[src/rtl/pipe_front_regs_pkg.sv]
// Shared core definitions for the front-end pipeline registers: default
// widths and reset constants, the IF/ID update modes and the ID/EX control
// bundle.
package core_pkg;

    localparam int          XLEN      = 32;
    localparam int          CNT_W     = 16;
    localparam logic [31:0] RESET_PC  = 32'h0000_0000;
    localparam logic [31:0] NOP_INSTR = 32'h0000_0013;

    // What the IF/ID register does at the next edge.
    typedef enum logic [1:0] {
        IFID_HOLD  = 2'd0,
        IFID_FLUSH = 2'd1,
        IFID_LOAD  = 2'd2
    } ifIdMode_e;

    // Control half of the ID/EX register.
    typedef struct packed {
        logic [4:0] rd;
        logic       memRead;
        logic       memWrite;
        logic       regWrite;
        logic       valid;
    } idExCtrl_t;

    // IF/ID update decision. A hold on IF/ID wins outright; a flush only
    // takes effect when neither enable is stalling, so a PC-only stall still
    // lets IF/ID load normally and the flush request is dropped.
    function automatic ifIdMode_e ifIdModeSel(input logic pcWriteEn,
                                              input logic ifIdWriteEn,
                                              input logic flush);
        ifIdMode_e mode;
        mode = IFID_LOAD;
        if (!ifIdWriteEn) begin
            mode = IFID_HOLD;
        end else if (flush && pcWriteEn) begin
            mode = IFID_FLUSH;
        end else begin
            mode = IFID_LOAD;
        end
        return mode;
    endfunction

endpackage

[src/rtl/pipe_front_regs_if.sv]
// Bundle of hazard-control requests, fetch/decode inputs and the registered
// front-end pipeline state. The hazard/fetch side is the master; the
// register block is the slave.
interface pipe_front_regs_if #(
    parameter int XLEN  = 32,
    parameter int CNT_W = 16
);

    logic             PCWriteEN;
    logic             IF_ID_WriteEN;
    logic             NOP;
    logic             Flush;
    logic [XLEN-1:0]  pc_next;
    logic [31:0]      if_instr;
    logic [4:0]       id_rd;
    logic             id_mem_read;
    logic             id_mem_write;
    logic             id_reg_write;

    logic [XLEN-1:0]  pc;
    logic [XLEN-1:0]  if_id_pc;
    logic [31:0]      if_id_instr;
    logic             if_id_valid;
    logic [4:0]       id_ex_rd;
    logic             id_ex_mem_read;
    logic             id_ex_mem_write;
    logic             id_ex_reg_write;
    logic             id_ex_valid;
    logic [CNT_W-1:0] stall_cnt;
    logic [CNT_W-1:0] flush_cnt;

    modport master (
        output PCWriteEN, IF_ID_WriteEN, NOP, Flush, pc_next, if_instr,
               id_rd, id_mem_read, id_mem_write, id_reg_write,
        input  pc, if_id_pc, if_id_instr, if_id_valid, id_ex_rd,
               id_ex_mem_read, id_ex_mem_write, id_ex_reg_write,
               id_ex_valid, stall_cnt, flush_cnt
    );

    modport slave (
        input  PCWriteEN, IF_ID_WriteEN, NOP, Flush, pc_next, if_instr,
               id_rd, id_mem_read, id_mem_write, id_reg_write,
        output pc, if_id_pc, if_id_instr, if_id_valid, id_ex_rd,
               id_ex_mem_read, id_ex_mem_write, id_ex_reg_write,
               id_ex_valid, stall_cnt, flush_cnt
    );

endinterface

[src/rtl/pipe_front_regs_sat_counter.sv]
// Saturating event counter: counts up on inc and sticks at all-ones.
module sat_counter #(
    parameter int W = 16
) (
    input  logic         clk,
    input  logic         rst_n,
    input  logic         inc,
    output logic [W-1:0] count
);

    logic [W-1:0] count_r;
    logic [W-1:0] countNext_s;
    logic         atMax_s;

    // Next count: step on an event unless already saturated.
    always_comb begin
        atMax_s     = &count_r;
        countNext_s = count_r;
        if (inc && !atMax_s) begin
            countNext_s = count_r + {{(W-1){1'b0}}, 1'b1};
        end else begin
            countNext_s = count_r;
        end
    end

    // Count register with synchronous active-low reset.
    always_ff @(posedge clk) begin
        if (!rst_n) begin
            count_r <= {W{1'b0}};
        end else begin
            count_r <= countNext_s;
        end
    end

    assign count = count_r;

endmodule

[src/rtl/pipe_front_regs.sv]
// Front-end pipeline state of the RV32I core: PC, IF/ID and the control half
// of ID/EX. Stall, flush and bubble requests raised during a cycle take effect
// at the next rising edge; stall and flush events are counted for debug.
module pipe_front_regs #(
    parameter int                XLEN      = 32,
    parameter logic [XLEN-1:0]   RESET_PC  = 32'h0000_0000,
    parameter logic [31:0]       NOP_INSTR = 32'h0000_0013,
    parameter int                CNT_W     = 16
) (
    input  logic              clk,
    input  logic              rst_n,
    pipe_front_regs_if.slave  bus
);

    import core_pkg::*;

    logic [XLEN-1:0] pc_r;
    logic [XLEN-1:0] ifIdPc_r;
    logic [31:0]     ifIdInstr_r;
    logic            ifIdValid_r;
    idExCtrl_t       idEx_r;

    idExCtrl_t       idExNext_s;
    ifIdMode_e       ifIdMode_s;
    logic            stallAny_s;
    logic            flushTake_s;
    logic            stallEvt_s;
    logic [CNT_W-1:0] stallCnt_s;
    logic [CNT_W-1:0] flushCnt_s;

    // Decode the hazard requests into register-group actions.
    always_comb begin
        stallAny_s  = ~bus.PCWriteEN | ~bus.IF_ID_WriteEN;
        flushTake_s = bus.Flush & ~stallAny_s;
        stallEvt_s  = ~bus.PCWriteEN;
        ifIdMode_s  = ifIdModeSel(bus.PCWriteEN, bus.IF_ID_WriteEN, bus.Flush);
        idExNext_s  = '{rd: 5'd0, memRead: 1'b0, memWrite: 1'b0,
                        regWrite: 1'b0, valid: 1'b0};
        if (bus.NOP) begin
            // Bubble: rd cleared too so nothing downstream can forward from it.
            idExNext_s = '{rd: 5'd0, memRead: 1'b0, memWrite: 1'b0,
                           regWrite: 1'b0, valid: 1'b0};
        end else begin
            idExNext_s = '{rd: bus.id_rd, memRead: bus.id_mem_read,
                           memWrite: bus.id_mem_write,
                           regWrite: bus.id_reg_write, valid: ifIdValid_r};
        end
    end

    // PC register: advances whenever PC writes are enabled (normal or flush).
    always_ff @(posedge clk) begin
        if (!rst_n) begin
            pc_r <= RESET_PC;
        end else if (bus.PCWriteEN) begin
            pc_r <= bus.pc_next;
        end else begin
            pc_r <= pc_r;
        end
    end

    // IF/ID register: hold, kill the fetched instruction, or load it.
    always_ff @(posedge clk) begin
        if (!rst_n) begin
            ifIdPc_r    <= {XLEN{1'b0}};
            ifIdInstr_r <= NOP_INSTR;
            ifIdValid_r <= 1'b0;
        end else begin
            case (ifIdMode_s)
                IFID_HOLD: begin
                    ifIdPc_r    <= ifIdPc_r;
                    ifIdInstr_r <= ifIdInstr_r;
                    ifIdValid_r <= ifIdValid_r;
                end
                IFID_FLUSH: begin
                    ifIdPc_r    <= pc_r;
                    ifIdInstr_r <= NOP_INSTR;
                    ifIdValid_r <= 1'b0;
                end
                IFID_LOAD: begin
                    ifIdPc_r    <= pc_r;
                    ifIdInstr_r <= bus.if_instr;
                    ifIdValid_r <= 1'b1;
                end
                default: begin
                    ifIdPc_r    <= ifIdPc_r;
                    ifIdInstr_r <= ifIdInstr_r;
                    ifIdValid_r <= ifIdValid_r;
                end
            endcase
        end
    end

    // ID/EX control register: never held, loads a bubble or the decoded fields.
    always_ff @(posedge clk) begin
        if (!rst_n) begin
            idEx_r <= '{rd: 5'd0, memRead: 1'b0, memWrite: 1'b0,
                        regWrite: 1'b0, valid: 1'b0};
        end else begin
            idEx_r <= idExNext_s;
        end
    end

    sat_counter #(.W(CNT_W)) uStallCnt (
        .clk   (clk),
        .rst_n (rst_n),
        .inc   (stallEvt_s),
        .count (stallCnt_s)
    );

    sat_counter #(.W(CNT_W)) uFlushCnt (
        .clk   (clk),
        .rst_n (rst_n),
        .inc   (flushTake_s),
        .count (flushCnt_s)
    );

    assign bus.pc              = pc_r;
    assign bus.if_id_pc        = ifIdPc_r;
    assign bus.if_id_instr     = ifIdInstr_r;
    assign bus.if_id_valid     = ifIdValid_r;
    assign bus.id_ex_rd        = idEx_r.rd;
    assign bus.id_ex_mem_read  = idEx_r.memRead;
    assign bus.id_ex_mem_write = idEx_r.memWrite;
    assign bus.id_ex_reg_write = idEx_r.regWrite;
    assign bus.id_ex_valid     = idEx_r.valid;
    assign bus.stall_cnt       = stallCnt_s;
    assign bus.flush_cnt       = flushCnt_s;

endmodule

[src/flat_wrapper.sv]
// flat-port wrapper written by rule: the top's interface ports become plain ports
module pipe_front_regs_flat import core_pkg::*;
#(
    parameter int                XLEN      = 32,
    parameter logic [XLEN-1:0]   RESET_PC  = 32'h0000_0000,
    parameter logic [31:0]       NOP_INSTR = 32'h0000_0013,
    parameter int                CNT_W     = 16
)
  (clk, rst_n, bus_PCWriteEN, bus_IF_ID_WriteEN, bus_NOP, bus_Flush, bus_pc_next, bus_if_instr, bus_id_rd, bus_id_mem_read, bus_id_mem_write, bus_id_reg_write, bus_pc, bus_if_id_pc, bus_if_id_instr, bus_if_id_valid, bus_id_ex_rd, bus_id_ex_mem_read, bus_id_ex_mem_write, bus_id_ex_reg_write, bus_id_ex_valid, bus_stall_cnt, bus_flush_cnt);
  pipe_front_regs_if #(.XLEN(XLEN), .CNT_W(CNT_W)) bus_i ();
  input  logic clk;
  input  logic rst_n;
  input wire logic [$bits(bus_i.PCWriteEN)-1:0] bus_PCWriteEN;
  input wire logic [$bits(bus_i.IF_ID_WriteEN)-1:0] bus_IF_ID_WriteEN;
  input wire logic [$bits(bus_i.NOP)-1:0] bus_NOP;
  input wire logic [$bits(bus_i.Flush)-1:0] bus_Flush;
  input wire logic [$bits(bus_i.pc_next)-1:0] bus_pc_next;
  input wire logic [$bits(bus_i.if_instr)-1:0] bus_if_instr;
  input wire logic [$bits(bus_i.id_rd)-1:0] bus_id_rd;
  input wire logic [$bits(bus_i.id_mem_read)-1:0] bus_id_mem_read;
  input wire logic [$bits(bus_i.id_mem_write)-1:0] bus_id_mem_write;
  input wire logic [$bits(bus_i.id_reg_write)-1:0] bus_id_reg_write;
  output wire logic [$bits(bus_i.pc)-1:0] bus_pc;
  output wire logic [$bits(bus_i.if_id_pc)-1:0] bus_if_id_pc;
  output wire logic [$bits(bus_i.if_id_instr)-1:0] bus_if_id_instr;
  output wire logic [$bits(bus_i.if_id_valid)-1:0] bus_if_id_valid;
  output wire logic [$bits(bus_i.id_ex_rd)-1:0] bus_id_ex_rd;
  output wire logic [$bits(bus_i.id_ex_mem_read)-1:0] bus_id_ex_mem_read;
  output wire logic [$bits(bus_i.id_ex_mem_write)-1:0] bus_id_ex_mem_write;
  output wire logic [$bits(bus_i.id_ex_reg_write)-1:0] bus_id_ex_reg_write;
  output wire logic [$bits(bus_i.id_ex_valid)-1:0] bus_id_ex_valid;
  output wire logic [$bits(bus_i.stall_cnt)-1:0] bus_stall_cnt;
  output wire logic [$bits(bus_i.flush_cnt)-1:0] bus_flush_cnt;
  assign bus_i.PCWriteEN = bus_PCWriteEN;
  assign bus_i.IF_ID_WriteEN = bus_IF_ID_WriteEN;
  assign bus_i.NOP = bus_NOP;
  assign bus_i.Flush = bus_Flush;
  assign bus_i.pc_next = bus_pc_next;
  assign bus_i.if_instr = bus_if_instr;
  assign bus_i.id_rd = bus_id_rd;
  assign bus_i.id_mem_read = bus_id_mem_read;
  assign bus_i.id_mem_write = bus_id_mem_write;
  assign bus_i.id_reg_write = bus_id_reg_write;
  assign bus_pc = bus_i.pc;
  assign bus_if_id_pc = bus_i.if_id_pc;
  assign bus_if_id_instr = bus_i.if_id_instr;
  assign bus_if_id_valid = bus_i.if_id_valid;
  assign bus_id_ex_rd = bus_i.id_ex_rd;
  assign bus_id_ex_mem_read = bus_i.id_ex_mem_read;
  assign bus_id_ex_mem_write = bus_i.id_ex_mem_write;
  assign bus_id_ex_reg_write = bus_i.id_ex_reg_write;
  assign bus_id_ex_valid = bus_i.id_ex_valid;
  assign bus_stall_cnt = bus_i.stall_cnt;
  assign bus_flush_cnt = bus_i.flush_cnt;
  pipe_front_regs #(.XLEN(XLEN), .RESET_PC(RESET_PC), .NOP_INSTR(NOP_INSTR), .CNT_W(CNT_W)) u_core (.clk(clk), .rst_n(rst_n), .bus(bus_i));
endmodule
[config.mk]
export PLATFORM = sky130hd
export DESIGN_NAME = pipe_front_regs_flat
export DESIGN_NICKNAME = d
export VERILOG_FILES = /design/src/rtl/pipe_front_regs_pkg.sv /design/src/rtl/pipe_front_regs_if.sv /design/src/rtl/pipe_front_regs_sat_counter.sv /design/src/rtl/pipe_front_regs.sv /design/src/flat_wrapper.sv
export SDC_FILE = /design/constraint.sdc
export NUM_CORES = 1
export LEC_CHECK = 0
export ABC_AREA = 1
export CAP_MARGIN = 20
export CORE_MARGIN = 5
export CORE_UTILIZATION = 47
export CTS_CLUSTER_DIAMETER = 150
export DETAILED_ROUTE_END_ITERATION = 10
export GPL_TIMING_DRIVEN = 0
export PLACE_DENSITY = 0.93
export SETUP_SLACK_MARGIN = 0.3
export SYNTH_ARGS = -nofsm -noshare
export SYNTH_HDL_FRONTEND = slang
export SYNTH_SLANG_ARGS = --single-unit
[constraint.sdc]
create_clock -name clk -period 3.8 [get_ports clk]
set_input_delay 0.57 -clock clk [delete_from_list [all_inputs] [get_ports clk]]
set_output_delay 0.57 -clock clk [all_outputs]
set_load 0.01 [all_outputs]
==> flow_summary_export.csv <==
group,metric,value,unit
timing,grt_setup_unrepaired,"no",
timing,tns,0,ns
job,drv_cap,0,
route,drtIter0Drc,402,
critical_path,path_buf_inv,1,
global_route,grt_usage,24.07,%
final_layout,drive_above_1_share,6.513,%
route,postRouteAntennaNets,0,
synthesis,ys_types,26,
cts,clock-sinks,138,
cts,cts_root_buf,"clkbuf_16",
cts,cts_buffer_depth,2,
synthesis,syn_nets,834,
global_route,grt_max_degree,17,
die,die_h,118.1,um
cts,cts_hold_buffers,0,
critical_path,crit_end,"bus_flush_cnt[2]",
critical_path,worstRegToRegCells,7,
final_layout,final_util,73.57,%
die,initial_core_util,48.14,%
synthesis,synth_area,5497,um^2
critical_path,crit_start,"u_core.uFlushCnt.count[2]$_SDFFE_PN0P_",
global_route,grt_pass1_vias,5600,
critical_path,cp_max_fo,6,
critical_path,cp_top_family,"buffers and inverters",
timing,period_minus_slack,2.012,ns
die,fp-row-count,39,
timing,slew_viol_final,0,
final_layout,nets,1066,
synthesis,ys_warn_count,0,
synthesis,synth_cells,754,
final_layout,final_common_cell,"nor2_1",
cts,cts_tree,"built",
critical_path,crit_chain,"clkdlybuf4s50_1",
critical_path,slowest_stage,"clkdlybuf4s50_1",
critical_path,startpoint_type,"flip-flop",
die,dieArea,13960,um^2
die,die_x,118.1,um
timing,max_slew_margin,63.60,%
critical_path,cp.depth,1,
route,wl,17.21,mm
timing,max_freq,0.4970,GHz
pwr,total_power,0.003667,W
pwr,p_leak,3.320,nW
placement,gp_congestion,0.8910,
global_route,antenna_found_initial,0,
synthesis,ys_seq_area_share,50.26,%
route,first_pass_iters,5,
synthesis,syn_area_per_cell,7.290,um^2
global_route,grt_pass1_wl,27.57,mm
critical_path,rrSetupSlack,2.18,ns
timing,skew,0.006011,ns
pwr,powerDensity,436.5,nW/um^2
die,num_io_pins,216,
route,drc,0,
critical_path,r2r_end,"u_core.uFlushCnt.count[11]$_SDFFE_PN0P_",
final_layout,fin_cells,1141,
timing,finalCritPeriodShare,52.94,%
placement,hpwl,12.52,mm
placement,placed_cell_area,7807,um^2
die,core-area,11420,um^2
final_layout,layout_common_cells,"nor2_1 (214), clkdlybuf4s50_1 (213), dfxtp_1 (138), nand2_1 (116), o21ai_0 (65)",
synthesis,synth-seq-cells,138,
cts,post_cts.repair.setup_buffers,0,
critical_path,worstSetupEndpointType,"output pin",
final_layout,area_growth,52.83,%
critical_path,cp.arrival,1.44,ns
cts,clock_latency,0.41,ns
placement,dp_cells,1110,
pwr,peakVddDrop,0.0002735,V
final_layout,diodes,0,
cts,cts-buffers-inserted,17,
placement,io_buffers,213,
critical_path,timing.rr.start,"u_core.uFlushCnt.count[0]$_SDFFE_PN0P_",
critical_path,max_stage_delay,0.59,ns
route,vias,5813,
final_layout,stdcell_area,8401,um^2
outcome,status,"complete, no violations",
cts,cts_max_level,4,
cts,ctsResizeCount,0,
cts,cts.clk_slew.worst_paths,0.06,ns
hold_path,hp-class,"reg -> reg",
global_route,grt_overflow,0,
route,wire_per_inst,15.08,um
timing,tightest_slew,0.5460,ns
timing,hold_violations,0,
critical_path,cp.required,3.23,ns
route,via_per_inst,5.095,
timing,setup_viol,0,
critical_path,worstSetupPathType,"reg -> out",
-- registers in the layout, summed over array words and instances (netlist names) --
name and count:
u_core.bus.if_id_instr 32, u_core.bus.if_id_pc 32, u_core.bus.pc 32, u_core.uFlushCnt.count 16
u_core.uStallCnt.count 16, u_core.bus.id_ex_rd 5, u_core.bus.id_ex_mem_read 1, u_core.bus.id_ex_mem_write 1
u_core.bus.id_ex_reg_write 1, u_core.bus.id_ex_valid 1, u_core.bus.if_id_valid 1
-- tightest hold or removal path, stage by stage, from the launching register on --
cell	delay [ns]
dfxtp_1	0.31
nand2_1	0.06
a21oi_1	0.05
-- stage by stage --
stage,hold WS (ns),setup slack (ns)
detailed placement,0.4536,1.623
floorplan,0.4752,2.361
finish,0.4633,1.788
CTS,0.4652,1.777
global placement,0.4506,1.703
global route,0.4911,1.714
-- area by class of cell --
| class | instances | area (um^2) |
|---|---|---|
| fill | 871 | 3018 |
| tap | 143 | 178.9 |
| timing repair buffer | 213 | 2132 |
| sequential | 138 | 2763 |
| clock inverter | 12 | 150.1 |
| buffer | 41 | 196.4 |
| multi-input combinational | 538 | 2399 |
| clock buffer | 19 | 442.9 |
| inverter | 37 | 138.9 |
-- worst min path at each step --
stage / from / end / slack [ns] / cells after the start
after floorplan: u_core.bus.if_id_valid$_SDFFE_PN0P_ / u_core.bus.id_ex_valid$_SDFF_PP0_ / 0.48 / 2
after global placement: u_core.bus.if_id_instr[28]$_SDFFE_PN0P_ / u_core.bus.if_id_instr[28]$_SDFFE_PN0P_ / 0.45 / 2
after detailed placement: u_core.bus.if_id_valid$_SDFFE_PN0P_ / u_core.bus.id_ex_valid$_SDFF_PP0_ / 0.45 / 2
after CTS: u_core.bus.if_id_instr[28]$_SDFFE_PN0P_ / u_core.bus.if_id_instr[28]$_SDFFE_PN0P_ / 0.47 / 2
after global routing: u_core.bus.if_id_instr[13]$_SDFFE_PN0P_ / u_core.bus.if_id_instr[13]$_SDFFE_PN0P_ / 0.49 / 2
final: u_core.bus.if_id_instr[28]$_SDFFE_PN0P_ / u_core.bus.if_id_instr[28]$_SDFFE_PN0P_ / 0.46 / 2
-- cell families (layout without fill, tap and decap cells) --
family	Yosys count	count (layout)	share of synthesized area, %
adder cells (fa/ha/maj)	2	2	0.4552
AO/OA/AOI/OAI	119	119	10.95
AND/OR/NAND/NOR	417	417	32.23
flip-flops	138	138	50.26
buffers and inverters	78	322	6.101
-- power breakdown --
| part | internal [W] | switching [W] | leakage [nW] |
|---|---|---|---|
| Clock | 0.00104 | 0.000619 | 0.285 |
| Combinational | 0.000238 | 0.000204 | 1.90 |
| Sequential | 0.00152 | 0.0000457 | 1.13 |
| Total | 0.00280 | 0.000868 | 3.32 |
-- cell usage after synthesis (all sizes together) --
cell | number | area, um^2
nor2 | 226 | 908.4
nand3b | 2 | 15.01
o22ai | 3 | 18.77
nand2 | 119 | 459.2
ha | 2 | 25.02
buf | 14 | 95.09
dfxtp | 138 | 2763
inv | 37 | 138.9
a211oi | 1 | 7.510
nand3 | 56 | 292.8
nand4 | 6 | 52.55
and2 | 1 | 6.260
o21ai | 66 | 330.3
clkbuf | 27 | 101.4
a21oi | 49 | 245.2
or2 | 2 | 12.51
nor3 | 5 | 25.02
-- metal layers --
| metal | GRT usage [%] | share of wire, % | up-vias |
|---|---|---|---|
| li1 | - | - | 2885 |
| met1 | 27.73 | 39 | 2649 |
| met2 | 39.24 | 48 | 227 |
| met3 | 8.883 | 8.6 | 52 |
| met4 | 12.11 | 4.1 | 0 |
| met5 | 0 | 0 | - |
Note: power is estimated with default switching activity, not from simulation.
